### src/rtl/mux3_rr_arbiter_pkg.sv
// mux3_rr_arbiter_pkg
//   Shared definitions for the 3-requester round-robin mux arbiter:
//   FSM state encoding, requester count, default hold limit and small
//   helpers used by both the arbiter and its winner-selection block.
package mux3_rr_arbiter_pkg;

   typedef enum logic {
      ST_IDLE = 1'b0,
      ST_OWN  = 1'b1
   } arb_state_t;

   localparam int unsigned NUM_REQ          = 3;
   localparam int unsigned DEFAULT_MAX_HOLD = 15;

   // Smallest counter width able to hold max_hold, never narrower than 1 bit.
   function automatic int unsigned hold_width(input int unsigned max_hold);
      if (max_hold < 2) begin
         return 1;
      end
      return $clog2(max_hold + 1);
   endfunction

   // One-hot encoding of a requester index; index 3 is not a requester.
   function automatic logic [2:0] onehot3(input logic [1:0] idx);
      logic [2:0] v;
      case (idx)
         2'd0:    v = 3'b001;
         2'd1:    v = 3'b010;
         2'd2:    v = 3'b100;
         default: v = 3'b000;
      endcase
      return v;
   endfunction

   // Requester examined at position 'step' of the round-robin order that
   // follows 'last': step 0 is (last+1) mod 3, step 2 is last itself.
   // An out-of-range last is treated as 2 so requester 0 leads.
   function automatic logic [1:0] rr_slot(input logic [1:0] last,
                                          input logic [1:0] step);
      logic [1:0] base;
      logic [2:0] sum;
      base = (last == 2'd3) ? 2'd2 : last;
      sum  = {1'b0, base} + {1'b0, step} + 3'd1;
      // sum is in 1..5; fold into 0..2
      if (sum >= 3'd3) begin
         sum = sum - 3'd3;
      end
      return sum[1:0];
   endfunction

endpackage

### src/rtl/mux3_rr_arbiter_rr_pick3.sv
// rr_pick3
//   Purely combinational round-robin winner selection among 3 requesters.
//   Ports:
//     i_req[2:0]     raw requests
//     i_last[1:0]    previous winner; priority starts just after it
//     i_exclude[2:0] requesters removed from this arbitration
//     o_valid        at least one non-excluded request is present
//     o_winner[1:0]  highest-priority non-excluded requester (0 when !o_valid)
module rr_pick3
   import mux3_rr_arbiter_pkg::*;
(
   input  logic [2:0] i_req,
   input  logic [1:0] i_last,
   input  logic [2:0] i_exclude,
   output logic       o_valid,
   output logic [1:0] o_winner
);

   logic [2:0] w_masked;
   logic [1:0] w_order [3];

   assign w_masked = i_req & ~i_exclude;
   assign o_valid  = |w_masked;

   for (genvar gi = 0; gi < 3; gi++) begin : g_order
      assign w_order[gi] = rr_slot(i_last, 2'(gi));
   end

   // Walk the order from lowest to highest priority so the earliest
   // active slot is the one left standing.
   always_comb begin
      o_winner = 2'd0;
      for (int k = 2; k >= 0; k--) begin
         if (|(w_masked & onehot3(w_order[k]))) begin
            o_winner = w_order[k];
         end
      end
   end

endmodule

### src/rtl/mux3_rr_arbiter.sv
// mux3_rr_arbiter
//   Round-robin arbiter owning the select of a shared 3:1 mux. An owner keeps
//   the path while its request stays high, up to MAX_HOLD consecutive cycles
//   (0 = unlimited); on timeout another requester is preferred, and the owner
//   is simply re-granted if nobody else wants the path.
//   Ports:
//     i_clk          clock, all state updates on rising edge
//     i_rst          asynchronous active-high reset
//     i_req[2:0]     per-requester request, held while the path is needed
//     o_control[1:0] registered mux select (0..2); holds its value when idle
//     o_grant[2:0]   registered one-hot owner, zero when there is no owner
//     o_busy         high exactly when o_grant is non-zero
//     o_expired      one-cycle pulse after an ownership ended by timeout
module mux3_rr_arbiter
   import mux3_rr_arbiter_pkg::*;
#(
   parameter int unsigned MAX_HOLD = DEFAULT_MAX_HOLD
)(
   input  logic       i_clk,
   input  logic       i_rst,
   input  logic [2:0] i_req,
   output logic [1:0] o_control,
   output logic [2:0] o_grant,
   output logic       o_busy,
   output logic       o_expired
);

   localparam int unsigned          HOLD_W     = hold_width(MAX_HOLD);
   localparam logic [HOLD_W-1:0]    HOLD_LIMIT = HOLD_W'(MAX_HOLD);
   localparam logic [HOLD_W-1:0]    HOLD_ONE   = HOLD_W'(1);
   localparam logic                 TIMEOUT_EN = (MAX_HOLD != 0);

   arb_state_t        r_state, w_state_next;
   logic [1:0]        r_owner, w_owner_next;
   logic [1:0]        r_last,  w_last_next;
   logic [HOLD_W-1:0] r_hold,  w_hold_next;
   logic [1:0]        r_control, w_control_next;
   logic [2:0]        r_grant,   w_grant_next;
   logic              r_expired, w_expired_next;

   logic              w_owner_req;
   logic              w_timeout;
   logic [2:0]        w_exclude;
   logic              w_pick_valid;
   logic [1:0]        w_pick_winner;

   assign w_owner_req = |(i_req & onehot3(r_owner));
   assign w_timeout   = TIMEOUT_EN && (r_state == ST_OWN) &&
                        (r_hold == HOLD_LIMIT) && w_owner_req;
   // The timed-out owner sits out this arbitration only.
   assign w_exclude   = w_timeout ? onehot3(r_owner) : 3'b000;

   rr_pick3 u_pick (
      .i_req     (i_req),
      .i_last    (r_last),
      .i_exclude (w_exclude),
      .o_valid   (w_pick_valid),
      .o_winner  (w_pick_winner)
   );

   always_ff @(posedge i_clk or posedge i_rst) begin
      if (i_rst) begin
         r_state   <= ST_IDLE;
         r_owner   <= 2'd0;
         r_last    <= 2'd2;
         r_hold    <= '0;
         r_control <= 2'd0;
         r_grant   <= 3'b000;
         r_expired <= 1'b0;
      end else begin
         r_state   <= w_state_next;
         r_owner   <= w_owner_next;
         r_last    <= w_last_next;
         r_hold    <= w_hold_next;
         r_control <= w_control_next;
         r_grant   <= w_grant_next;
         r_expired <= w_expired_next;
      end
   end

   always_comb begin
      w_state_next   = r_state;
      w_owner_next   = r_owner;
      w_last_next    = r_last;
      w_hold_next    = r_hold;
      w_control_next = r_control;
      w_grant_next   = r_grant;
      w_expired_next = 1'b0;

      case (r_state)
         ST_IDLE: begin
            if (w_pick_valid) begin
               w_state_next   = ST_OWN;
               w_owner_next   = w_pick_winner;
               w_last_next    = w_pick_winner;
               w_hold_next    = HOLD_ONE;
               w_control_next = w_pick_winner;
               w_grant_next   = onehot3(w_pick_winner);
            end
         end

         ST_OWN: begin
            if (w_timeout) begin
               w_expired_next = 1'b1;
               w_hold_next    = HOLD_ONE;
               // With nobody else requesting, the owner keeps the path and
               // the defaults already hold owner/grant/control.
               if (w_pick_valid) begin
                  w_owner_next   = w_pick_winner;
                  w_last_next    = w_pick_winner;
                  w_control_next = w_pick_winner;
                  w_grant_next   = onehot3(w_pick_winner);
               end
            end else if (w_owner_req) begin
               if (TIMEOUT_EN && (r_hold != HOLD_LIMIT)) begin
                  w_hold_next = r_hold + HOLD_ONE;
               end
            end else if (w_pick_valid) begin
               // Hand over in the same edge: no dead cycle between owners.
               w_owner_next   = w_pick_winner;
               w_last_next    = w_pick_winner;
               w_hold_next    = HOLD_ONE;
               w_control_next = w_pick_winner;
               w_grant_next   = onehot3(w_pick_winner);
            end else begin
               w_state_next = ST_IDLE;
               w_grant_next = 3'b000;
               w_hold_next  = '0;
            end
         end

         default: begin
            w_state_next = ST_IDLE;
            w_grant_next = 3'b000;
         end
      endcase
   end

   assign o_control = r_control;
   assign o_grant   = r_grant;
   assign o_busy    = |r_grant;
   assign o_expired = r_expired;

endmodule

### config.mk
export PLATFORM = sky130hd
export DESIGN_NAME = mux3_rr_arbiter
export DESIGN_NICKNAME = d
export VERILOG_FILES = /design/src/rtl/mux3_rr_arbiter_pkg.sv /design/src/rtl/mux3_rr_arbiter_rr_pick3.sv /design/src/rtl/mux3_rr_arbiter.sv
export SDC_FILE = /design/constraint.sdc
export NUM_CORES = 1
export LEC_CHECK = 0
export ABC_AREA = 0
export CAP_MARGIN = 15
export CORE_MARGIN = 3
export CORE_UTILIZATION = 49
export CTS_BUF_LIST = sky130_fd_sc_hd__clkbuf_4 sky130_fd_sc_hd__clkbuf_8
export DETAILED_ROUTE_END_ITERATION = 8
export PLACE_DENSITY_LB_ADDON = 0.3
export SLEW_MARGIN = 0
export SYNTH_ARGS = -nofsm -noshare
export SYNTH_HDL_FRONTEND = slang
export SYNTH_SLANG_ARGS = --single-unit
### constraint.sdc
create_clock -name i_clk -period 1.6 [get_ports i_clk]
set_input_delay 0.16 -clock i_clk [delete_from_list [all_inputs] [get_ports i_clk]]
set_output_delay 0.16 -clock i_clk [all_outputs]
set_load 0.02 [all_outputs]
==> impl_metrics.sql, run 1 <==
INSERT INTO impl_metrics (metric_group, metric, value, unit) VALUES
('setup_path', 'crit_cells', '6', ''),
('setup_path', 'critical_path_required', '1.83', 'ns'),
('global_routing', 'grt_max_degree', '13', ''),
('logic_synthesis', 'yosys.cell_count.top_type', 'dfrtp_1', ''),
('clocking', 'tritoncts.num_buffers', '3', ''),
('clocking', 'clock_sinks', '12', ''),
('drt', 'drt-wirelength-per-cell', '14.5', 'µm'),
('run', 'max_cap_viol_count', '0', ''),
('floorplan', 'coreArea', '1370', 'µm²'),
('finish', 'final_nets', '111', ''),
('floorplan', 'start_util', '54.7', '%'),
('pwr', 'ir_worst_vdd', '0.820', 'mV'),
('drt', 'dr.pass1.iters', '4', ''),
('timing', 'final_max_slew_viol_count', '0', ''),
('logic_synthesis', 'synth.avg_cell_area', '10.2', 'µm²'),
('floorplan', 'die_area', '2030', 'µm²'),
('timing', 'finalCritPeriodShare', '105', '%'),
('finish', 'area_delta_synth_final', '39.2', '%'),
('logic_synthesis', 'synth_common_cells', 'dfrtp_1 (11), nand2_1 (8), mux2i_1 (5), o21ai_0 (5), nor2_1 (4)', ''),
('pwr', 'leakagePower', '0.486', 'nW'),
('clocking', 'clock_latency_on_the_worst_skew_pair', '0.28', 'ns'),
('setup_path', 'combined_buffer_and_inverter_count_along_the_critical_path', '1', ''),
('setup_path', 'critical_path_fanout_max', '6', ''),
('timing', 'headroom_to_the_max_slew_limit', '70.3', '%'),
('clocking', 'htree_levels', '1', ''),
('logic_synthesis', 'ys_seq_area_share', '40.4', '%'),
('logic_synthesis', 'syn-num-nets', '79', ''),
('logic_synthesis', 'syn-cell-area', '747', 'µm²'),
('drt', 'drt_iter0_drc', '13', ''),
('drt', 'finalWirelength', '1.73', 'mm'),
('setup_path', 'worstSetupStartpointType', 'flip-flop', ''),
('setup_path', 'slowest_stage_cell_crit_path', 'dfrtp_1', ''),
('timing', 'achievable-frequency', '0.595', 'GHz'),
('pwr', 'power.total', '1.72', 'mW'),
('floorplan', 'die_boundary_height', '45.0', 'µm'),
('timing', 'final_setup_violations', '6', ''),
('logic_synthesis', 'synth_enable_flop_cells', '0', ''),
('floorplan', 'std_cell_rows', '13', ''),
('setup_path', 'worstSetupPathType', 'flip-flop to flip-flop', ''),
('finish', 'multiInputGateArea', '400', 'µm²'),
('setup_path', 'capturing_element_type_of_the_critical_path', 'flip-flop', ''),
('drt', 'dr_total_vias', '694', ''),
('logic_synthesis', 'synth_cells', '73', ''),
('setup_path', 'reg2reg_depth', '6', ''),
('setup_path', 'ordered_cell_list_for_the_critical_path', 'ha_2 -> nand4_1 -> buf_4 -> o211ai_1 -> o211a_1 -> mux2_4', ''),
('logic_synthesis', 'synth.largest_area_cell', 'dfrtp_1', ''),
('drt', 'drtAntennaViolNets', '0', ''),
('placement', 'routabilityCongestion', '0.829', ''),
('timing', 'postLayoutSetupSlackWorst', '-0.0820', 'ns'),
('clocking', 'cts_tree', 'done', ''),
('finish', 'antenna_cells', '0', ''),
('global_routing', 'overall_fraction_of_global_route_tracks_in_use', '21.4', '%'),
('min_path', 'hold_path.class', 'primary input to asynchronous set/reset pin', ''),
('run_status', 'failed_checks', 'setup timing', ''),
('finish', 'register_cell_area_after_layout', '303', 'µm²'),
('run_status', 'outcome', 'finished, violations left', ''),
('floorplan', 'dieWidth', '45.0', 'µm'),
('setup_path', 'cp_top_family', 'compound AO/OA/AOI/OAI gates', ''),
('placement', 'post-place-ws', '-0.233', 'ns'),
('logic_synthesis', 'synth_largest_type_area_fraction', '36.9', '%'),
('logic_synthesis', 'leading_cell_types_by_total_area_after_synthesis', 'dfrtp_1 (37%), mux2i_1 (6.7%), mux2_4 (6.0%)', ''),
('global_routing', 'first_global_vias', '704', ''),
('clocking', 'clkSlewWorstSetupHoldPaths', '0.08', 'ns'),
('placement', 'detailedPlacementHpwl', '1.30', 'mm'),
('global_routing', 'grt_remaining_overflow', '0', ''),
('global_routing', 'antenna_violations_before_repair', '0', ''),
('logic_synthesis', 'synth_warnings', '0', ''),
('timing', 'min_period', '1.68', 'ns'),
('pwr', 'ratio_of_total_power_to_cell_area', '1650', 'nW/µm²'),
('timing', 'setup_repair_after_global_routing_missed_its_margin', 'yes', ''),
('timing', 'worst_pin_slew', '0.444', 'ns');
[worst paths after layout]
| check | from | endpoint | slack (ns) |
|---|---|---|---|
| min in group i_clk | r_hold[3]$_DFFE_PP0P_ | r_hold[3]$_DFFE_PP0P_ | 0.49 |
| max in group asynchronous | i_rst | r_last[1]$_DFFE_PP1P_ | 1.08 |
| setup / recovery | r_hold[0]$_DFFE_PP0P_ | r_owner[1]$_DFFE_PP0P_ | -0.08 |
| setup reg to reg | r_hold[0]$_DFFE_PP0P_ | r_owner[1]$_DFFE_PP0P_ | -0.08 |
| hold / removal | i_rst | r_hold[2]$_DFFE_PP0P_ | 0.18 |
| hold reg to reg | r_hold[3]$_DFFE_PP0P_ | r_hold[3]$_DFFE_PP0P_ | 0.49 |
[layer usage]
metal | part of all wire [%] | track usage, % | vias to the layer above
met2 | 49 | 33.3 | 24
met3 | 4.8 | 4.78 | 5
li1 | - | - | 334
met4 | 3.2 | 12.3 | 0
met5 | 0 | 0 | -
met1 | 42 | 26.9 | 331
[where the power goes]
group / internal (mW) / switching, mW / leakage (nW)
logic: 0.529 / 0.457 / 0.320
registers: 0.417 / 0.0923 / 0.147
clock network: 0.114 / 0.108 / 0.0184
total: 1.06 / 0.657 / 0.486
[final cells by class]
cell class                 instances  share of cell area [%]
sequential                        12                    29.1
clock buffer                       4                    2.89
inverter                           3                    1.08
multi-input combinational         52                    38.5
timing repair buffer              33                    26.6
tap                               15                    1.81
[cell usage in the layout (no fill, tap or decap), drive strengths merged, types with 2 or more instances in the layout]
cell            n
inv             3
nand3           2
nand2           8
a22oi           2
or3             2
o211ai          2
o21ai           5
a31oi           2
nor2            4
dfrtp          11
mux2            3
buf            22
clkbuf          4
dlygate4sd2     2
clkdlybuf4s50   9
nor2b           2
mux2i           5
[metrics by stage]
stage / instance area (µm²) / utilization, % / std cells / hold WS [ns]
after global placement: 955 / 69.9 / 110 / 0.478
after floorplan: 748 / - / 73 / 0.0239
after CTS: 1010 / 74.2 / 116 / 0.198
final: 1040 / 76.1 / 119 / 0.178
after global routing: 1040 / 76.1 / 119 / 0.250
after detailed placement: 955 / 69.9 / 110 / 0.482
[timing repair]
action	CTS	global route
buffers inserted	2	3
gates cloned	0	0
pin swaps	3	4
setup endpoints to repair	8	7
resized for setup	5	3
[state kept, by name (all words and copies together) (netlist names)]
register   cells
r_hold         4
o_grant        3
r_last         2
o_expired      1
r_owner        1
r_state        1
[cells by family after synthesis]
group | Yosys count | share of synthesized area, %
fa+ha+maj | 1 | 1.67
simple gates | 24 | 16.8
mux | 8 | 12.7
flops | 12 | 40.4
compound gates | 19 | 20.3
buf+inv | 9 | 8.21
No activity file was read; power rests on OpenSTA's default activity.
==> run 2: changes to the inputs <==
--- a/config.mk
+++ b/config.mk
@@ -6,7 +6,7 @@
 export NUM_CORES = 1
 export LEC_CHECK = 0
 export ABC_AREA = 0
-export CAP_MARGIN = 15
+export CAP_MARGIN = 20
 export CORE_MARGIN = 3
 export CORE_UTILIZATION = 49
 export CTS_BUF_LIST = sky130_fd_sc_hd__clkbuf_4 sky130_fd_sc_hd__clkbuf_8
==> results of run 2 <==
Same layout as run 1: the final DEF is identical, and so are final timing and power.
==> run 3: changes to the inputs <==
--- a/config.mk
+++ b/config.mk
@@ -7,11 +7,11 @@
 export LEC_CHECK = 0
 export ABC_AREA = 0
 export CAP_MARGIN = 20
-export CORE_MARGIN = 3
 export CORE_UTILIZATION = 49
 export CTS_BUF_LIST = sky130_fd_sc_hd__clkbuf_4 sky130_fd_sc_hd__clkbuf_8
 export DETAILED_ROUTE_END_ITERATION = 8
 export PLACE_DENSITY_LB_ADDON = 0.3
+export SETUP_SLACK_MARGIN = 0.4
 export SLEW_MARGIN = 0
 export SYNTH_ARGS = -nofsm -noshare
 export SYNTH_HDL_FRONTEND = slang
==> constraint.sdc (replaced) <==
create_clock -name i_clk -period 1.6 [get_ports i_clk]
set_input_delay 0.16 -clock i_clk [delete_from_list [all_inputs] [get_ports i_clk]]
set_output_delay 0.16 -clock i_clk [all_outputs]
set_load 0.1 [all_outputs]
==> run 3 against run 2 <==
Net effect:
- the run still ends with setup timing left
- sequential power increased by 8.3%
- fmax fell by 4.9%
- via count up 19%
- sequential cell count unchanged
- critical path depth stayed put
- die area is 17% lower
- clock skew increased by 0.0033 ns
- final cell count grew 4.2%
- critical endpoint is now o_grant[2]$_DFFE_PP0N_
==> impl_metrics.sql, run 3 (synthesis results as in run 1) <==
INSERT INTO impl_metrics (metric_group, metric, value, unit) VALUES
('setup_path', 'setup_slack_on_the_worst_flop_to_flop_path', '-0.17', 'ns'),
('clocking', 'tritoncts.num_buffers', '3', ''),
('setup_path', 'critical_path.reg2reg.startpoint', 'r_owner[1]$_DFFE_PP0P_', ''),
('setup_path', 'critical_path_fanout_max', '4', ''),
('finish', 'final_nets', '116', ''),
('clocking', 'clock_sinks', '12', ''),
('clocking', 'cts_hold_buf', '0', ''),
('run_status', 'outcome', 'finished, violations left', ''),
('drt', 'vias_per_cell', '6.69', ''),
('timing', 'final_max_slew_viol_count', '0', ''),
('finish', 'antenna_cells', '0', ''),
('placement', 'detailedPlacementHpwl', '1.43', 'mm'),
('global_routing', 'grt_remaining_overflow', '0', ''),
('finish', 'layout.cells.most_common_list', 'buf_4 (18), buf_6 (9), nand2_1 (7), dfrtp_1 (7), buf_12 (7)', ''),
('drt', 'drtAntennaViolNets', '0', ''),
('setup_path', 'crit_path_arrival_time', '1.98', 'ns'),
('setup_path', 'critical_path_required', '1.81', 'ns'),
('timing', 'min_period', '1.77', 'ns'),
('setup_path', 'worst_setup_path_endpoint', 'o_grant[2]$_DFFE_PP0N_', ''),
('placement', 'placed_cells', '111', ''),
('setup_path', 'maximum_single_stage_delay_on_the_critical_path', '0.52', 'ns'),
('pwr', 'ratio_of_total_power_to_cell_area', '2260', 'nW/µm²'),
('floorplan', 'die_area', '1680', 'µm²'),
('finish', 'most_common_library_cell_in_the_layout_ignoring_fill_and_taps', 'buf_4', ''),
('setup_path', 'timing.critical_path.from', 'r_owner[1]$_DFFE_PP0P_', ''),
('setup_path', 'r2r-end', 'o_grant[2]$_DFFE_PP0N_', ''),
('setup_path', 'worstSetupStartpointType', 'flip-flop', ''),
('finish', 'final_cells', '124', ''),
('floorplan', 'die_boundary_height', '41.0', 'µm'),
('clocking', 'clkSlewWorstSetupHoldPaths', '0.10', 'ns'),
('floorplan', 'ioPinCount', '12', ''),
('drt', 'drt_iter0_drc', '18', ''),
('drt', 'finalWirelength', '2.89', 'mm'),
('placement', 'placement.io_buffers', '11', ''),
('clocking', 'htree_levels', '1', ''),
('timing', 'final_setup_violations', '9', ''),
('timing', 'clock_skew', '0.00802', 'ns'),
('global_routing', 'grt_max_degree', '13', ''),
('floorplan', 'coreArea', '1370', 'µm²'),
('global_routing', 'first_global_vias', '700', ''),
('setup_path', 'reg2reg_depth', '6', ''),
('clocking', 'cts_root_buf', 'clkbuf_4', ''),
('drt', 'dr.pass1.iters', '4', ''),
('timing', 'final_hold_viol_count', '0', ''),
('floorplan', 'std_cell_rows', '13', ''),
('run', 'max_cap_viol_count', '0', ''),
('pwr', 'leakagePower', '0.561', 'nW'),
('pwr', 'power.total', '2.82', 'mW'),
('clocking', 'cts_tree', 'done', ''),
('finish', 'filler_cell_count', '53', ''),
('timing', 'finalCritPeriodShare', '111', '%'),
('floorplan', 'dieWidth', '41.0', 'µm'),
('setup_path', 'capturing_element_type_of_the_critical_path', 'flip-flop', ''),
('timing', 'postLayoutSetupSlackWorst', '-0.169', 'ns'),
('finish', 'area_delta_synth_final', '67.2', '%'),
('drt', 'dr_total_vias', '829', ''),
('min_path', 'hold_path.class', 'primary input to asynchronous set/reset pin', ''),
('finish', 'largest_register', 'r_hold', ''),
('finish', 'largest_register_ffs', '4', ''),
('clocking', 'clock_latency_on_the_worst_skew_pair', '0.30', 'ns'),
('timing', 'worst_pin_slew', '0.462', 'ns'),
('clocking', 'cts.path.max_buffers', '2', ''),
('placement', 'routabilityCongestion', '0.744', ''),
('global_routing', 'overall_fraction_of_global_route_tracks_in_use', '30.3', '%'),
('finish', 'layout_cells_sized_above_1', '56.0', '%'),
('timing', 'setup_repair_after_global_routing_missed_its_margin', 'yes', ''),
('setup_path', 'ordered_cell_list_for_the_critical_path', 'mux2_4 -> a22oi_4 -> nor2b_2 -> o21a_2 -> buf_6 -> mux2i_2', ''),
('setup_path', 'slowest_stage_cell_crit_path', 'dfrtp_4', ''),
('timing', 'achievable-frequency', '0.565', 'GHz'),
('setup_path', 'worstSetupPathType', 'flip-flop to flip-flop', ''),
('floorplan', 'start_util', '54.7', '%'),
('pwr', 'ir_worst_vdd', '1.58', 'mV'),
('global_routing', 'grt_pass1_wl', '3.12', 'mm'),
('timing', 'headroom_to_the_max_slew_limit', '69.1', '%'),
('drt', 'drt-wirelength-per-cell', '23.3', 'µm'),
('global_routing', 'antenna_violations_before_repair', '0', ''),
('drt', 'post-route-drc-count', '0', ''),
('run_status', 'failed_checks', 'setup timing', '');
==> run 3: cell count changes in the layout (fill, tap and decap cells not counted), sizes merged <==
cell,before,now
clkdlybuf4s50,9,4
buf,22,34
dlygate4sd2,2,0
==> run 3: timing repair <==
item	in CTS	in global routing
pin swaps	8	6
endpoints found under the setup margin	13	15
setup buffers	6	3
resized for setup	11	12
endpoints found under the hold margin	0	0
==> run 3: area by class of cell <==
type,count,area (µm²),area share (%)
Multi-Input combinational cell,52,454,36.4
Timing Repair Buffer,38,417,33.4
Sequential cell,12,312,24.9
Clock buffer,4,36.3,2.91
Tap cell,15,18.8,1.50
Inverter,3,11.3,0.902
==> run 3: metal layers <==
metal | part of all wire [%] | GRT usage [%]
met1 | 35 | 30.0
met2 | 50 | 55.1
met3 | 8.2 | 8.70
met4 | 6.4 | 17.5
met5 | 0 | 0
==> run 3: power breakdown <==
| part | internal, mW | total (mW) | switching (mW) |
|---|---|---|---|
| sequential | 0.432 | 0.551 | 0.119 |
| combinational | 0.871 | 2.00 | 1.13 |
| clock | 0.139 | 0.276 | 0.137 |
| total | 1.44 | 2.82 | 1.38 |
==> run 3: per-stage QoR <==
step                      hold slack, ns  worst slack, ns  TNS, ns  cell area (µm²)  utilization (%)
final                              0.164           -0.169   -0.903             1250             91.4
after global routing               0.232           -0.207    -1.08             1250             91.4
after CTS                          0.200           -0.101   -0.492             1170             85.6
after detailed placement           0.495           -0.239    -1.38             1050             76.6
after global placement             0.486           -0.135   -0.793             1050             76.6
after floorplan                   0.0239           -0.463    -2.29              762                -
==> run 3: worst max-delay path, delay by kind of cell (launching register included) <==
family          cells  cell delay (ns)
flops               1             0.52
simple gates        1             0.07
mux                 2             0.54
buf+inv             1             0.15
compound gates      2             0.40
==> run 3: worst min-delay path by stage <==
stage / start / to / slack [ns] / cells past startpoint
after CTS: i_rst / o_expired$_DFF_PP0_ / 0.20 / 2
after global placement: i_rst / r_hold[2]$_DFFE_PP0P_ / 0.49 / 2
final: i_rst / o_grant[2]$_DFFE_PP0N_ / 0.16 / 2
after detailed placement: r_hold[3]$_DFFE_PP0P_ / r_hold[3]$_DFFE_PP0P_ / 0.49 / 1
after global routing: i_rst / o_expired$_DFF_PP0_ / 0.23 / 2
after floorplan: i_rst / o_expired$_DFF_PP0_ / 0.02 / 1
